==> config.mk <==
export PLATFORM = sky130hd
export DESIGN_NAME = dcache_miss_ctrl
export DESIGN_NICKNAME = d
export VERILOG_FILES = /design/src/rtl/dcache_miss_ctrl.sv
export SDC_FILE = /design/constraint.sdc
export NUM_CORES = 1
export LEC_CHECK = 0
export BUFFER_PORTS_ARGS = -buffer_cell sky130_fd_sc_hd__buf_2
export CORE_UTILIZATION = 45
export CTS_CLUSTER_SIZE = 14
export DETAILED_ROUTE_END_ITERATION = 12
export GPL_ROUTABILITY_DRIVEN = 0
export PLACE_DENSITY_LB_ADDON = 0.1
export SETUP_SLACK_MARGIN = 0.4
export SLEW_MARGIN = 20
export SYNTH_ARGS = -nofsm -noshare
export SYNTH_HDL_FRONTEND = slang
export SYNTH_SLANG_ARGS = --single-unit
==> constraint.sdc <==
create_clock -name clk -period 2.1 [get_ports clk]
set_input_delay 0.21 -clock clk [delete_from_list [all_inputs] [get_ports clk]]
set_output_delay 0.21 -clock clk [all_outputs]
set_load 0.01 [all_outputs]
==> src/rtl/dcache_miss_ctrl.sv <==
// L1 data cache miss sequencer: optional dirty-victim write-back, then a word refill
// over a single valid/ready memory port, with a response timeout.
module dcache_miss_ctrl #(
    parameter int unsigned ADDR_WIDTH     = 32,
    parameter int unsigned DATA_WIDTH     = 32,
    parameter int unsigned TIMEOUT_CYCLES = 255
) (
    input  logic                  clk,
    input  logic                  reset,
    input  logic                  miss_valid,
    output logic                  miss_ready,
    input  logic [ADDR_WIDTH-1:0] miss_addr,
    input  logic                  victim_dirty,
    input  logic [ADDR_WIDTH-1:0] victim_addr,
    input  logic [DATA_WIDTH-1:0] victim_data,
    output logic                  refill_valid,
    output logic [ADDR_WIDTH-1:0] refill_addr,
    output logic [DATA_WIDTH-1:0] refill_data,
    output logic                  mem_req_valid,
    input  logic                  mem_req_ready,
    output logic                  mem_req_write,
    output logic [ADDR_WIDTH-1:0] mem_req_addr,
    output logic [DATA_WIDTH-1:0] mem_req_wdata,
    input  logic                  mem_resp_valid,
    input  logic [DATA_WIDTH-1:0] mem_resp_data,
    output logic                  busy,
    output logic                  timeout_err
);

    localparam int unsigned CNT_WIDTH = $clog2(TIMEOUT_CYCLES + 1);
    localparam logic [CNT_WIDTH-1:0] CNT_LAST = CNT_WIDTH'(TIMEOUT_CYCLES - 1);

    typedef enum logic [2:0] {
        S_IDLE    = 3'd0,
        S_WB_REQ  = 3'd1,
        S_WB_RESP = 3'd2,
        S_RF_REQ  = 3'd3,
        S_RF_RESP = 3'd4,
        S_DONE    = 3'd5
    } state_e;

    state_e                  state_q, state_d;
    logic [CNT_WIDTH-1:0]    wait_cnt_q, wait_cnt_d;
    logic                    timeout_hit_c;
    logic                    accept_c;

    logic [ADDR_WIDTH-1:0]   miss_addr_q, miss_addr_d;
    logic [ADDR_WIDTH-3:0]   victim_word_q, victim_word_d;
    logic [DATA_WIDTH-1:0]   victim_data_q, victim_data_d;

    logic                    miss_ready_q, miss_ready_d;
    logic                    busy_q, busy_d;
    logic                    refill_valid_q, refill_valid_d;
    logic [DATA_WIDTH-1:0]   refill_data_q, refill_data_d;
    logic                    mem_req_valid_q, mem_req_valid_d;
    logic                    mem_req_write_q, mem_req_write_d;
    logic [ADDR_WIDTH-1:0]   mem_req_addr_q, mem_req_addr_d;
    logic [DATA_WIDTH-1:0]   mem_req_wdata_q, mem_req_wdata_d;
    logic                    timeout_err_q, timeout_err_d;

    // Victim byte offset is dropped: memory is word-addressed on this port.
    logic unused_victim_lsb_c;
    assign unused_victim_lsb_c = ^victim_addr[1:0];

    // miss_ready_q is only high in IDLE, so it doubles as the accept qualifier.
    assign accept_c = miss_valid & miss_ready_q;

    // State register.
    always_ff @(posedge clk) begin
        if (reset) begin
            state_q    <= S_IDLE;
            wait_cnt_q <= '0;
        end else begin
            state_q    <= state_d;
            wait_cnt_q <= wait_cnt_d;
        end
    end

    // Next-state and response wait counter.
    always_comb begin
        state_d       = state_q;
        wait_cnt_d    = wait_cnt_q;
        timeout_hit_c = 1'b0;
        case (state_q)
            S_IDLE: begin
                if (accept_c) begin
                    state_d = victim_dirty ? S_WB_REQ : S_RF_REQ;
                end
            end
            S_WB_REQ, S_RF_REQ: begin
                if (mem_req_ready) begin
                    state_d    = (state_q == S_WB_REQ) ? S_WB_RESP : S_RF_RESP;
                    wait_cnt_d = '0;
                end
            end
            S_WB_RESP, S_RF_RESP: begin
                // A response on the limit cycle still completes normally.
                if (mem_resp_valid) begin
                    state_d = (state_q == S_WB_RESP) ? S_RF_REQ : S_DONE;
                end else if (wait_cnt_q == CNT_LAST) begin
                    state_d       = S_IDLE;
                    timeout_hit_c = 1'b1;
                end else begin
                    wait_cnt_d = wait_cnt_q + CNT_WIDTH'(1);
                end
            end
            S_DONE:  state_d = S_IDLE;
            default: state_d = S_IDLE;
        endcase
    end

    // Output decode from the upcoming state so every port comes straight off a flop.
    always_comb begin
        miss_addr_d     = accept_c ? miss_addr : miss_addr_q;
        victim_word_d   = accept_c ? victim_addr[ADDR_WIDTH-1:2] : victim_word_q;
        victim_data_d   = accept_c ? victim_data : victim_data_q;

        miss_ready_d    = (state_d == S_IDLE);
        busy_d          = (state_d != S_IDLE);
        refill_valid_d  = (state_d == S_DONE);
        mem_req_valid_d = (state_d == S_WB_REQ) || (state_d == S_RF_REQ);
        mem_req_write_d = (state_d == S_WB_REQ);
        mem_req_addr_d  = '0;
        mem_req_wdata_d = '0;
        if (state_d == S_WB_REQ) begin
            mem_req_addr_d  = {victim_word_d, 2'b00};
            mem_req_wdata_d = victim_data_d;
        end else if (state_d == S_RF_REQ) begin
            mem_req_addr_d  = {miss_addr_d[ADDR_WIDTH-1:2], 2'b00};
        end

        refill_data_d = refill_data_q;
        if ((state_q == S_RF_RESP) && mem_resp_valid) begin
            refill_data_d = mem_resp_data;
        end
        timeout_err_d = timeout_err_q | timeout_hit_c;
    end

    // Latched miss context and registered outputs.
    always_ff @(posedge clk) begin
        if (reset) begin
            miss_addr_q     <= '0;
            victim_word_q   <= '0;
            victim_data_q   <= '0;
            miss_ready_q    <= 1'b0;
            busy_q          <= 1'b0;
            refill_valid_q  <= 1'b0;
            refill_data_q   <= '0;
            mem_req_valid_q <= 1'b0;
            mem_req_write_q <= 1'b0;
            mem_req_addr_q  <= '0;
            mem_req_wdata_q <= '0;
            timeout_err_q   <= 1'b0;
        end else begin
            miss_addr_q     <= miss_addr_d;
            victim_word_q   <= victim_word_d;
            victim_data_q   <= victim_data_d;
            miss_ready_q    <= miss_ready_d;
            busy_q          <= busy_d;
            refill_valid_q  <= refill_valid_d;
            refill_data_q   <= refill_data_d;
            mem_req_valid_q <= mem_req_valid_d;
            mem_req_write_q <= mem_req_write_d;
            mem_req_addr_q  <= mem_req_addr_d;
            mem_req_wdata_q <= mem_req_wdata_d;
            timeout_err_q   <= timeout_err_d;
        end
    end

    assign miss_ready    = miss_ready_q;
    assign busy          = busy_q;
    assign refill_valid  = refill_valid_q;
    assign refill_addr   = miss_addr_q;
    assign refill_data   = refill_data_q;
    assign mem_req_valid = mem_req_valid_q;
    assign mem_req_write = mem_req_write_q;
    assign mem_req_addr  = mem_req_addr_q;
    assign mem_req_wdata = mem_req_wdata_q;
    assign timeout_err   = timeout_err_q;

endmodule

==> key figures <==
Clock tree
  – Cts bufs inserted: 21
  – Clock transition at path regs: 0.06 ns
  – CTS Root Buffer Type: clkbuf_16
  – Clk buf depth: 3
  – CTS tree: built
  – Clock sink count: roughly 200
  – Skew-Pair Late Insertion Delay: 0.48 ns
  – H-Tree Depth: 1

Global route
  – Gr busiest metal: met2
  – Vias in the first global route: 6453
  – Antenna violations before repair: 0
  – Largest net degree at the start of global routing: 63
  – Grt met1 use: 0.2694
  – GR Util met3: 0.06694
  – First-pass GRT wire length: roughly 31000 microns
  – Tot GR Track Use: 0.2339
  – Grt met2 use: 0.4156
  – Grt total ovfl: 0

Setup path
  – CP peak stage delay: 0.34 ns
  – Worst Setup Start Kind: flip-flop
  – WP data arrival: 2.29 ns
  – Top delay family on crit path: compound AO/OA/AOI/OAI gates
  – Number of buffers and inverters on the critical path: 2
  – CP max-delay cell: dfxtp_2
  – Setup crit end kind: flip-flop
  – Worst-path fanout max: 14
  – WP data required: 2.51 ns
  – Crit Path Category: flip-flop to flip-flop
  – Critical Path, Cell by Cell: nand4_1 > buf_4 > o31a_1 > a211o_1 > nand2b_4 > bufbuf_16 > nor3_2

Cells and area
  – NumNets Final: ~1300
  – FILL cells: 1212
  – Area Growth Syn to Fin: 50.99%
  – Layout cell share with drive strength beyond 1: 0.3362
  – Non-Filler Instances: 1381

Logic synthesis
  – Ys async rst share: 0
  – Leading area contributor after synthesis: dfxtp_1
  – Unique masters post-synth: 34
  – Synth Cell Area: 7209 sq um
  – Syn Inst Count: 783
  – Yosys warning count: 0
  – Seq/Total Area, Yosys: 0.5692
  – Synth area leaders: dfxtp_1 57%, nand2_1 10%, mux2i_1 8.6%
  – Ys flop type: dfxtp_1
  – Yosys top cell area share: 0.5692
  – Syn Area/Cell: 9.207 sq um
  – Synthesized flop and latch total: ~210
  – Count of flip-flops with a built-in enable after synthesis: 0

Detailed routing
  – Routed Antenna Nets: 0
  – Pre-antenna DRT Iters: 6
  – Vias: between 6000 and 7000
  – Drt drc: 0
  – Drt total wl: approximately 20000 microns
  – Vias per inst: 4.823
  – Starting DRC count in detailed routing: 325
  – DR WL/cell: 14.50 microns

Job
  – Max_cap viols: 0

Timing
  – RSZ-0062 raised after global routing: true
  – Period utilisation layout: 0.8966
  – Slew Viols, Final: 0
  – Slew @ Worst Pin: 0.5150 ns
  – Post-route setup TNS: 0 ns
  – Min Tclk post-route: 1.883 ns
  – Slew margin rel.: 0.6537
  – Final setup violation count: 0
  – FMAX: 0.5311 GHz
  – Worst Skew: 0.007828 ns
  – Final hold vios: 0

Power and ir drop
  – VDD IR max: 0.0006875 V
  – Reg power frac: 0.381
  – Clock power frac: 0.310
  – Sw Share: 0.3027
  – Internal power: between 8 and 9 mW
  – Power share of the combinational group: 0.309
  – P per Cell Area: 1065 nW/um^2
  – Sw Pwr: 3.509 mW
  – P_leak: approximately 4.8 nW

Die
  – Die area: 16530 sq um
  – Ports: 268
  – Initial Util: 0.4673
  – Die width: ~130 microns
  – Site row count: 45
  – Die Y: 128.6 microns
  – Core area: 15430 sq um

Status
  – Status: finished, final reports clean

Placed design
  – Port buffer count: 263
  – Post-DP HPWL: 11790 microns
  – Dpl cells: 1219

Hold path
  – Hold Crit Class: input port to flip-flop
synthesized netlist by cell type (all sizes together) (3+ instances only):
cell    instances
nand4           3
or3             6
clkbuf         37
mux2i          62
a21oi         102
nand3           4
buf            23
o21ai           6
a211o           3
inv             3
nor3           34
nand2         194
and2            4
dfxtp         205
nor2           75
through the flow:
stage / utilization / instance area (sq um) / total power [mW] / hold WS, ns / setup slack [ns]
after global placement: 0.5689 / 8777 / 7.118 / 0.4398 / 0.2047
after CTS: 0.6959 / 10740 / 11.46 / 0.00007699 / 0.2152
final: 0.7056 / 10890 / 11.59 / 0.006521 / 0.2171
after detailed placement: 0.5689 / 8777 / 7.139 / 0.4437 / 0.1560
after global routing: 0.7054 / 10880 / 12.15 / 0.009579 / 0.1292
after floorplan: - / 7258 / 6.370 / 0.3460 / 0.3449
worst register-to-register path: stages, from the launching register on:
cell and delay, ns:
dfxtp_2 0.34, nand4_1 0.15, buf_4 0.18, o31a_1 0.29, a211o_1 0.26, nand2b_4 0.18
bufbuf_16 0.30, nor3_2 0.11
cells by family after synthesis:
kind of cell	count (synthesis)	synth area share
other	1	0.0005202
AND/OR/NAND/NOR	327	0.2044
buffers and inverters	63	0.04182
flip-flops	205	0.5692
AO/OA/AOI/OAI	121	0.09198
multiplexers	62	0.08608
adder cells (fa/ha/maj)	2	0.003470
XOR/XNOR	2	0.002430
placed cells by master, fill, tap and decap left out, types with 3 or more instances in the layout:
cell type / count
dfxtp_1: 196
and2_1: 3
clkbuf_1: 4
nand4_1: 3
clkbuf_16: 22
a211o_1: 3
dlygate4sd3_1: 103
o21ai_0: 4
nand3_1: 3
nor2_1: 75
buf_16: 3
nor3_2: 24
mux2i_1: 60
dfxtp_4: 3
clkinv_2: 5
dfxtp_2: 6
or3_1: 5
buf_2: 262
nand2_1: 193
a21oi_1: 101
nor3_4: 8
buf_12: 6
buf_6: 9
clkbuf_8: 5
buf_4: 23
sequential cells by signal, indices dropped and copies added (netlist names), 3 cells and up:
register,cells
victim_word_q,30
refill_data,32
refill_addr,32
wait_cnt_q,8
mem_req_wdata,32
mem_req_addr,30
state_q,3
victim_data_q,32
what timing repair did:
action / 4_1_cts / 5_1_grt
cloned: 4 / 2
resized for setup: 21 / 22
endpoints found under the hold margin: 103 / 0
endpoints found under the setup margin: 67 / 76
pin swaps: 4 / 9
hold buffers: 103 / 0
setup buffers: 10 / 5
per-layer routing:
metal / vias up / routed length [microns]
met4: 0 / 522
met3: 42 / 1498
met2: 214 / 9730
li1: 3321 / -
met5: - / 0
met1: 3084 / 8266
path summary, 6_finish.rpt:
| check | start | endpoint | slack, ns | cells past startpoint |
|---|---|---|---|---|
| min | miss_addr[18] | refill_addr[18] | 0.007 | 3 |
| max | wait_cnt_q[4] | mem_req_wdata[22] | 0.22 | 7 |
| min reg2reg | refill_data[17] | refill_data[17] | 0.45 | 2 |
| max reg2reg | wait_cnt_q[4] | mem_req_wdata[22] | 0.22 | 7 |
final cells by class:
type                    count  area (sq um)  area share
clock inverters             7         62.56    0.005747
diodes                      1         2.502   0.0002299
multi-input cells         516          2934      0.2695
repair buffers            408          2877      0.2643
well taps                 211         264.0     0.02425
clock buffers              30         609.3     0.05598
inverters                   3         13.76    0.001264
flip-flops and latches    205          4123      0.3787
power groups by stage:
stage	clock [mW]	combinational, mW	sequential (mW)
floorplan	0	1.82	4.55
global placement	0	2.63	4.49
detailed placement	0	2.65	4.49
CTS	3.69	3.36	4.41
global route	3.85	3.85	4.45
finish	3.60	3.58	4.41
No activity file was read; power rests on OpenSTA's default activity.
